**config.mk**
```make
export PLATFORM = sky130hd
export DESIGN_NAME = param_updown_counter
export DESIGN_NICKNAME = d
export VERILOG_FILES = /design/src/rtl/counter_pkg.sv /design/src/rtl/param_updown_counter_tick_gen.sv /design/src/rtl/param_updown_counter.sv
export SDC_FILE = /design/constraint.sdc
export NUM_CORES = 1
export LEC_CHECK = 0
export ABC_AREA = 1
export BUFFER_PORTS_ARGS = -buffer_cell sky130_fd_sc_hd__buf_2
export CAP_MARGIN = 20
export CORE_ASPECT_RATIO = 1.4
export CORE_UTILIZATION = 46
export CTS_BUF_LIST = sky130_fd_sc_hd__clkbuf_8
export DETAILED_ROUTE_END_ITERATION = 8
export PLACE_DENSITY_LB_ADDON = 0.12
export SYNTH_ARGS = -nofsm -noshare
export SYNTH_HDL_FRONTEND = slang
export SYNTH_SLANG_ARGS = --single-unit
```
**constraint.sdc**
```tcl
create_clock -name Clk50MHz -period 2.1 [get_ports Clk50MHz]
set_input_delay 0.315 -clock Clk50MHz [delete_from_list [all_inputs] [get_ports Clk50MHz]]
set_output_delay 0.315 -clock Clk50MHz [all_outputs]
set_load 0.01 [all_outputs]
```
**src/rtl/counter_pkg.sv**
```systemverilog
// Shared helpers for the slow-rate counter blocks: prescaler sizing and
// the default clock rate.
package counter_pkg;

   localparam int DEFAULT_CLK_HZ  = 50_000_000;
   localparam int DEFAULT_TICK_HZ = 1;

   typedef enum logic {
      DIR_DOWN = 1'b0,
      DIR_UP   = 1'b1
   } dir_e;

   // Ceiling log2; only ever evaluated at elaboration time.
   function automatic int clog2(input int value);
      int bits;
      bits = 0;
      for (int v = value - 1; v > 0; v = v >> 1) begin
         bits = bits + 1;
      end
      return bits;
   endfunction

   function automatic int calc_div(input int clk_hz, input int tick_hz);
      return clk_hz / tick_hz;
   endfunction

endpackage

```
**src/rtl/param_updown_counter_tick_gen.sv**
```systemverilog
// Free-running prescaler: TICK is a registered one-cycle enable every
// CLK_HZ/TICK_HZ cycles, first pulse DIV cycles after reset release.
module tick_gen
   import counter_pkg::*;
#(
   parameter int CLK_HZ  = DEFAULT_CLK_HZ,
   parameter int TICK_HZ = DEFAULT_TICK_HZ
) (
   input  logic Clk50MHz,
   input  logic RST,
   output logic TICK
);

   localparam int DIV   = calc_div(CLK_HZ, TICK_HZ);
   localparam int PRE_W = clog2(DIV);

   generate
      if (DIV < 2) begin : g_bad_div
         $error("tick_gen: CLK_HZ/TICK_HZ must be at least 2");
      end
   endgenerate

   localparam logic [PRE_W-1:0] LAST = PRE_W'(DIV - 1);

   logic [PRE_W-1:0] pre_cnt;
   logic             wrap_now;

   assign wrap_now = (pre_cnt == LAST);

   // NOTE: state registers use <= so every flop samples pre-edge values.
   always_ff @(posedge Clk50MHz) begin
      if (RST) begin
         pre_cnt <= '0;
         TICK    <= 1'b0;
      end else begin
         TICK <= wrap_now;
         if (wrap_now) pre_cnt <= '0;
         else          pre_cnt <= pre_cnt + PRE_W'(1);
      end
   end

endmodule

```
**src/rtl/param_updown_counter.sv**
```systemverilog
// Up/down counter with run/stop, single-step, clamped parallel load,
// programmable terminal value and wrap or saturate at the boundaries.
module param_updown_counter
   import counter_pkg::*;
#(
   parameter int CLK_HZ  = DEFAULT_CLK_HZ,
   parameter int TICK_HZ = DEFAULT_TICK_HZ,
   parameter int WIDTH   = 8,
   parameter int MAX_VAL = 2**WIDTH - 1,
   parameter int WRAP    = 1
) (
   input  logic             Clk50MHz,
   input  logic             RST,
   input  logic             UD,
   input  logic             SS,
   input  logic             STEP,
   input  logic             LD,
   input  logic [WIDTH-1:0] LD_VAL,
   output logic [WIDTH-1:0] CNT_OUT,
   output logic             TICK,
   output logic             TC,
   output logic             HEARTBEAT
);

   generate
      if (MAX_VAL < 1 || longint'(MAX_VAL) > ((longint'(1) << WIDTH) - 1)) begin : g_bad_max
         $error("param_updown_counter: MAX_VAL must lie in 1 .. 2**WIDTH-1");
      end
   endgenerate

   localparam logic [WIDTH-1:0] MAX = WIDTH'(MAX_VAL);

   tick_gen #(
      .CLK_HZ  (CLK_HZ),
      .TICK_HZ (TICK_HZ)
   ) u_tick_gen (
      .Clk50MHz (Clk50MHz),
      .RST      (RST),
      .TICK     (TICK)
   );

   logic [1:0] ud_sync, ss_sync, step_sync;
   logic       step_d;
   logic       ss_s, step_pulse, adv;
   dir_e       dir;

   assign dir        = dir_e'(ud_sync[1]);
   assign ss_s       = ss_sync[1];
   assign step_pulse = step_sync[1] & ~step_d;
   assign adv        = (TICK & ss_s) | (step_pulse & ~ss_s);

   always_ff @(posedge Clk50MHz) begin
      if (RST) begin
         ud_sync   <= '0;
         ss_sync   <= '0;
         step_sync <= '0;
         step_d    <= 1'b0;
      end else begin
         ud_sync   <= {ud_sync[0], UD};
         ss_sync   <= {ss_sync[0], SS};
         step_sync <= {step_sync[0], STEP};
         step_d    <= step_sync[1];
      end
   end

   logic [WIDTH-1:0] load_val, adv_val;
   logic             adv_tc;

   // NOTE: every output of this block gets a default first, so no latch is inferred.
   always_comb begin
      load_val = (LD_VAL > MAX) ? MAX : LD_VAL;
      adv_val  = CNT_OUT;
      adv_tc   = 1'b0;
      if (dir == DIR_UP) begin
         if (CNT_OUT == MAX) begin
            adv_val = (WRAP != 0) ? '0 : MAX;
            adv_tc  = 1'b1;
         end else begin
            adv_val = CNT_OUT + WIDTH'(1);
         end
      end else begin
         if (CNT_OUT == '0) begin
            adv_val = (WRAP != 0) ? MAX : '0;
            adv_tc  = 1'b1;
         end else begin
            adv_val = CNT_OUT - WIDTH'(1);
         end
      end
   end

   // A load always wins over a simultaneous advance, which is dropped.
   always_ff @(posedge Clk50MHz) begin
      if (RST) begin
         CNT_OUT   <= '0;
         TC        <= 1'b0;
         HEARTBEAT <= 1'b0;
      end else begin
         if (TICK) HEARTBEAT <= ~HEARTBEAT;
         if (LD) begin
            CNT_OUT <= load_val;
            TC      <= 1'b0;
         end else if (adv) begin
            CNT_OUT <= adv_val;
            TC      <= adv_tc;
         end else begin
            TC <= 1'b0;
         end
      end
   end

endmodule
```
== Word-level counts from Yosys, hierarchy flattened ==
Index checks and enable logic that the tools add are counted.
Word-level totals
  flip-flop bits (word level): 44
  input bits: 14
  word-level logic and storage cells: 36
Operators by class
  $add $sub $neg: 3
  order comparisons: 1
  eq/ne operators: 2
  multiplexer cells: 9
  bitwise gates (word level): 8
  reduce and logical (&&, ||, !) cells: 4
Operator list (number)
  8-bit 2-to-1 mux: 6
  26-bit by 1-bit adder with 26-bit output (second input constant): 1
  26-bit equality test (second input constant): 1
  8-bit by 1-bit adder with 8-bit output (second input constant): 1
  8-bit equality test (second input constant): 1
  8-bit greater-than comparator (second input constant): 1
  8-bit zero test: 1
  8-bit by 1-bit subtractor with 8-bit output (second input constant): 1
  1-bit NOT: 4
  1-bit bitwise AND: 3
  1-bit 2-to-1 mux: 3
  3-bit OR reduction: 1
  2-bit nonzero test: 1
  2-bit OR reduction: 1
  1-bit OR: 1

== Depth between registers and ports, before layout ==
  word-level depth: 6
  depth in mapped cells: 11
  depth with buffers taken out: 10

== Cells and area by module ==
From an unflattened synthesis, not the netlist that was laid out.
Second synthesis, totals
  cells, all modules: 397
  area total of the unflattened synthesis: 2712.6 sq um
By module, submodules not included
  tick_gen: times used 1, cells each 224, area an instance 1510.2 sq um, seq. area each 540.5 sq um
  param_updown_counter: times used 1, cells each 173, area an instance 1202.4 sq um, seq. area each 340.3 sq um

== Worst setup path before layout ==
Ideal clock, no wire load.
  path type: reg2reg
  from: reg u_tick_gen.pre_cnt[0]
  to: reg u_tick_gen.pre_cnt[10]
  library setup time: 122 ps
  data arrival time: 1371 ps
  path slack: 607 ps
  cell stages (with the launch flop): 10
  path buffers: 1
  path through: dfxtp_1 -> ha_1 -> nand2_2 -> nor2_2 -> nand2_1 -> nor3_2 -> nand3_1 -> nand2_4 -> buf_6 -> a21oi_1
Between the ends
  longest elaborated chain between the ends: 2
  elaborated cells between the ends (all ways): 3
RTL lines
  start, declared: RTL line param_updown_counter_tick_gen.sv:25  | logic [PRE_W-1:0] pre_cnt;
  start signal, assigned: RTL line param_updown_counter_tick_gen.sv:38  | else pre_cnt <= pre_cnt + PRE_W'(1);
  parallel branches: the longest is 2 deep, another holds 26-bit by 1-bit adder with 26-bit output
Several ways; the timed one is not identified.
A chain may end at the register's enable or synchronous reset.

== Worst setup path after layout ==
  from: reg u_tick_gen.pre_cnt[0]
  to: reg u_tick_gen.pre_cnt[2]
Same word-level chain as after synthesis.

==> out/results.ini <==
[drt]
drtAntennaViolNets = 0
wl_per_cell_um = 12.50
dr.first_iter.drc_count = 117
drt_pass1_iterations = 4
wl_um = 5773
drt_drc_violations_left = 0
vias = 2369
via_per_inst = 5.128

[final_layout]
final_cell_mix = nand2_1, inv_1, nor2_1, dfxtp_1, nand3_1
multi_input_area_sq_um = 1336
num-fill-cells = 529
fin_nets = 413
area.growth.synth_to_final_pct = 10.92
layout_commonest_cell = nand2_1
layout.cells.non_filler = 462
diodes = 0
fin_area_sq_um = 2745
seq_area_sq_um = 880.8
drive_above_1_share_pct = 14.90

[critical_path]
crit_start = u_tick_gen.pre_cnt[0]
crit_chain = ha_1 -> nand2_2 -> nor2_2 -> nand2_1 -> nor3_2 -> nand3_1 -> nand2_4 -> nor3_1
critical_path_class = reg2reg
crit_fanout = 26
cpPeakStageDelay_ns = 0.38
cp.arrival_ns = 1.90
worstPathRequired_ns = 2.28
worst_setup_path_end_kind = flip-flop
cpMaxStageDelayCell = dfxtp_1
r2r_cells = 8
cp-start-kind = flip-flop
r2r_start = u_tick_gen.pre_cnt[0]

[synth]
ys_ff_latch = 44
synth_ff_type = dfxtp_1
seq_area_frac_synth_pct = 35.59
ys_warn_count = 0
synth_edf_count = 0
syn-cell-area_sq_um = 2475
synth_cell_types = 32
syn_inst = 368
synth_async_sr_flop_share_pct = 0
synth_area_per_cell_sq_um = 6.725
syn_nets = 386

[grt]
grt-busiest-layer = met2
antenna_found_initial = 0
grt_use_total_pct = 22.84
globalRoute.totalOverflow = 0
grt_max_degree = 27
grt_use_met2_pct = 45.74
use_met1_pct = 21.61
grt_pass1_wl_um = 9887
grt_pass1_vias = 2304
grtUsageMet3_pct = 3.737

[clocking]
clk_pin_slew_ns = 0.08
tritoncts = done
cts_setup_buffers = 0
cts_hold_buf = 0
htreeDepth = 2
cts_buffer_depth = 2
post_cts_resized = 0
insertion_delay_ns = 0.29
cts_buffers = 5
cts-root-buf = clkbuf_8
clock_sinks = 44

[sta]
fin_tns_setup_ns = 0
finalHoldViolations = 0
fin_crit_sh_pct = 82.12
fmax_mhz = 579.9
worst_pin_slew_ns = 0.4479
slew_viol_final = 0
rsz0062_at_grt = no
clock_skew_ns = 0.005035
maxSlewHeadroom_pct = 70.03
layout_min_cycle_time_ns = 1.725
worst_slack_ns = 0.3755
setup_violations = 0

[worst_hold_path]
min_delay_path_depth = 3
hold_path_class = in2reg
hold_path.startpoint = STEP

[floorplan]
io_pins = 25
row_count = 31
fp.dieW_um = 63.99
dieArea_sq_um = 5681
coreArea_sq_um = 5159
die_h_um = 88.79
initial_core_util_pct = 47.97

[power_and_ir_drop]
p_leak_uw = 0.001168
p_per_area_nw_per_um2 = 602.6
peakVddDrop_mv = 0.3092

[outcome]
status = finished clean

[job]
cap_viol_max_count = 0

[place]
pre_cts_ws_ns = 0.3519
port_buffers = 24
place_inst = 454
hpwl_um = 4443
gp_congestion = 0.8353
dpl_cell_area_sq_um = 2653

logic make-up after synthesis:
| kind of cell | share of synthesized area (%) |
|---|---|
| compound gates | 9.101 |
| xor+xnor | 4.247 |
| fa+ha+maj | 2.022 |
| buf+inv | 10.41 |
| flops | 35.59 |
| simple gates | 38.62 |
per-layer routing:
| layer | vias up | share of wire [%] |
|---|---|---|
| met1 | 1080 | 40 |
| met3 | 18 | 2.6 |
| met5 | - | 0 |
| li1 | 1226 | - |
| met4 | 0 | 3.6 |
| met2 | 45 | 54 |
where the power goes:
group / switching [uW] / internal, uW / total [uW]
logic: 139 / 85.2 / 224
clock network: 276 / 262 / 538
registers: 33.2 / 859 / 892
stage by stage:
stage	utilization [%]	total power [uW]	hold WS, ns
2_1_floorplan	-	1066	0.3883
3_3_place_gp	51.42	1133	0.3920
3_5_place_dp	51.42	1135	0.3988
4_1_cts	53.21	1685	0.2079
5_1_grt	53.21	1746	0.2288
6_report	53.21	1654	0.2176
Yosys cell counts (4+ instances only):
cell type,n,area (sq um)
inv_1,55,206.5
nor3_1,9,45.04
dfxtp_1,44,880.8
o21ai_0,16,80.08
ha_1,4,50.05
xnor2_1,4,35.03
nor2_1,49,183.9
nor2_2,5,31.28
nand3_1,25,125.1
or2_0,4,25.02
nand2_1,76,285.3
a21oi_1,24,120.1
nand2_2,5,31.28
xor2_1,8,70.07
nand4_1,12,75.07
worst paths after layout:
kind	to	slack, ns
setup / recovery	u_tick_gen.pre_cnt[2]	0.38
hold / removal	step_sync[0]	0.22
setup reg to reg	u_tick_gen.pre_cnt[2]	0.38
hold reg to reg	ss_sync[1]	0.41
final cells by class:
type	instances	area share, %
multi-input combinational	260	48.68
sequential	44	32.09
inverter	58	7.931
timing repair buffer	26	4.923
clock buffer	6	3.008
tap	66	3.008
clock inverter	2	0.3646
sequential cells by signal, summed over array words and instances (netlist names):
register and flops:
CNT_OUT 8, HEARTBEAT 1, TC 1, ss_sync 2, step_d 1, step_sync 2
u_tick_gen.TICK 1, u_tick_gen.pre_cnt 26, ud_sync 2
worst max-delay path, delay by kind of cell (launching register included):
family | cells | cell delay, ns
flops | 1 | 0.38
fa+ha+maj | 1 | 0.24
simple gates | 7 | 0.99
No activity file was read; power rests on OpenSTA's default activity.
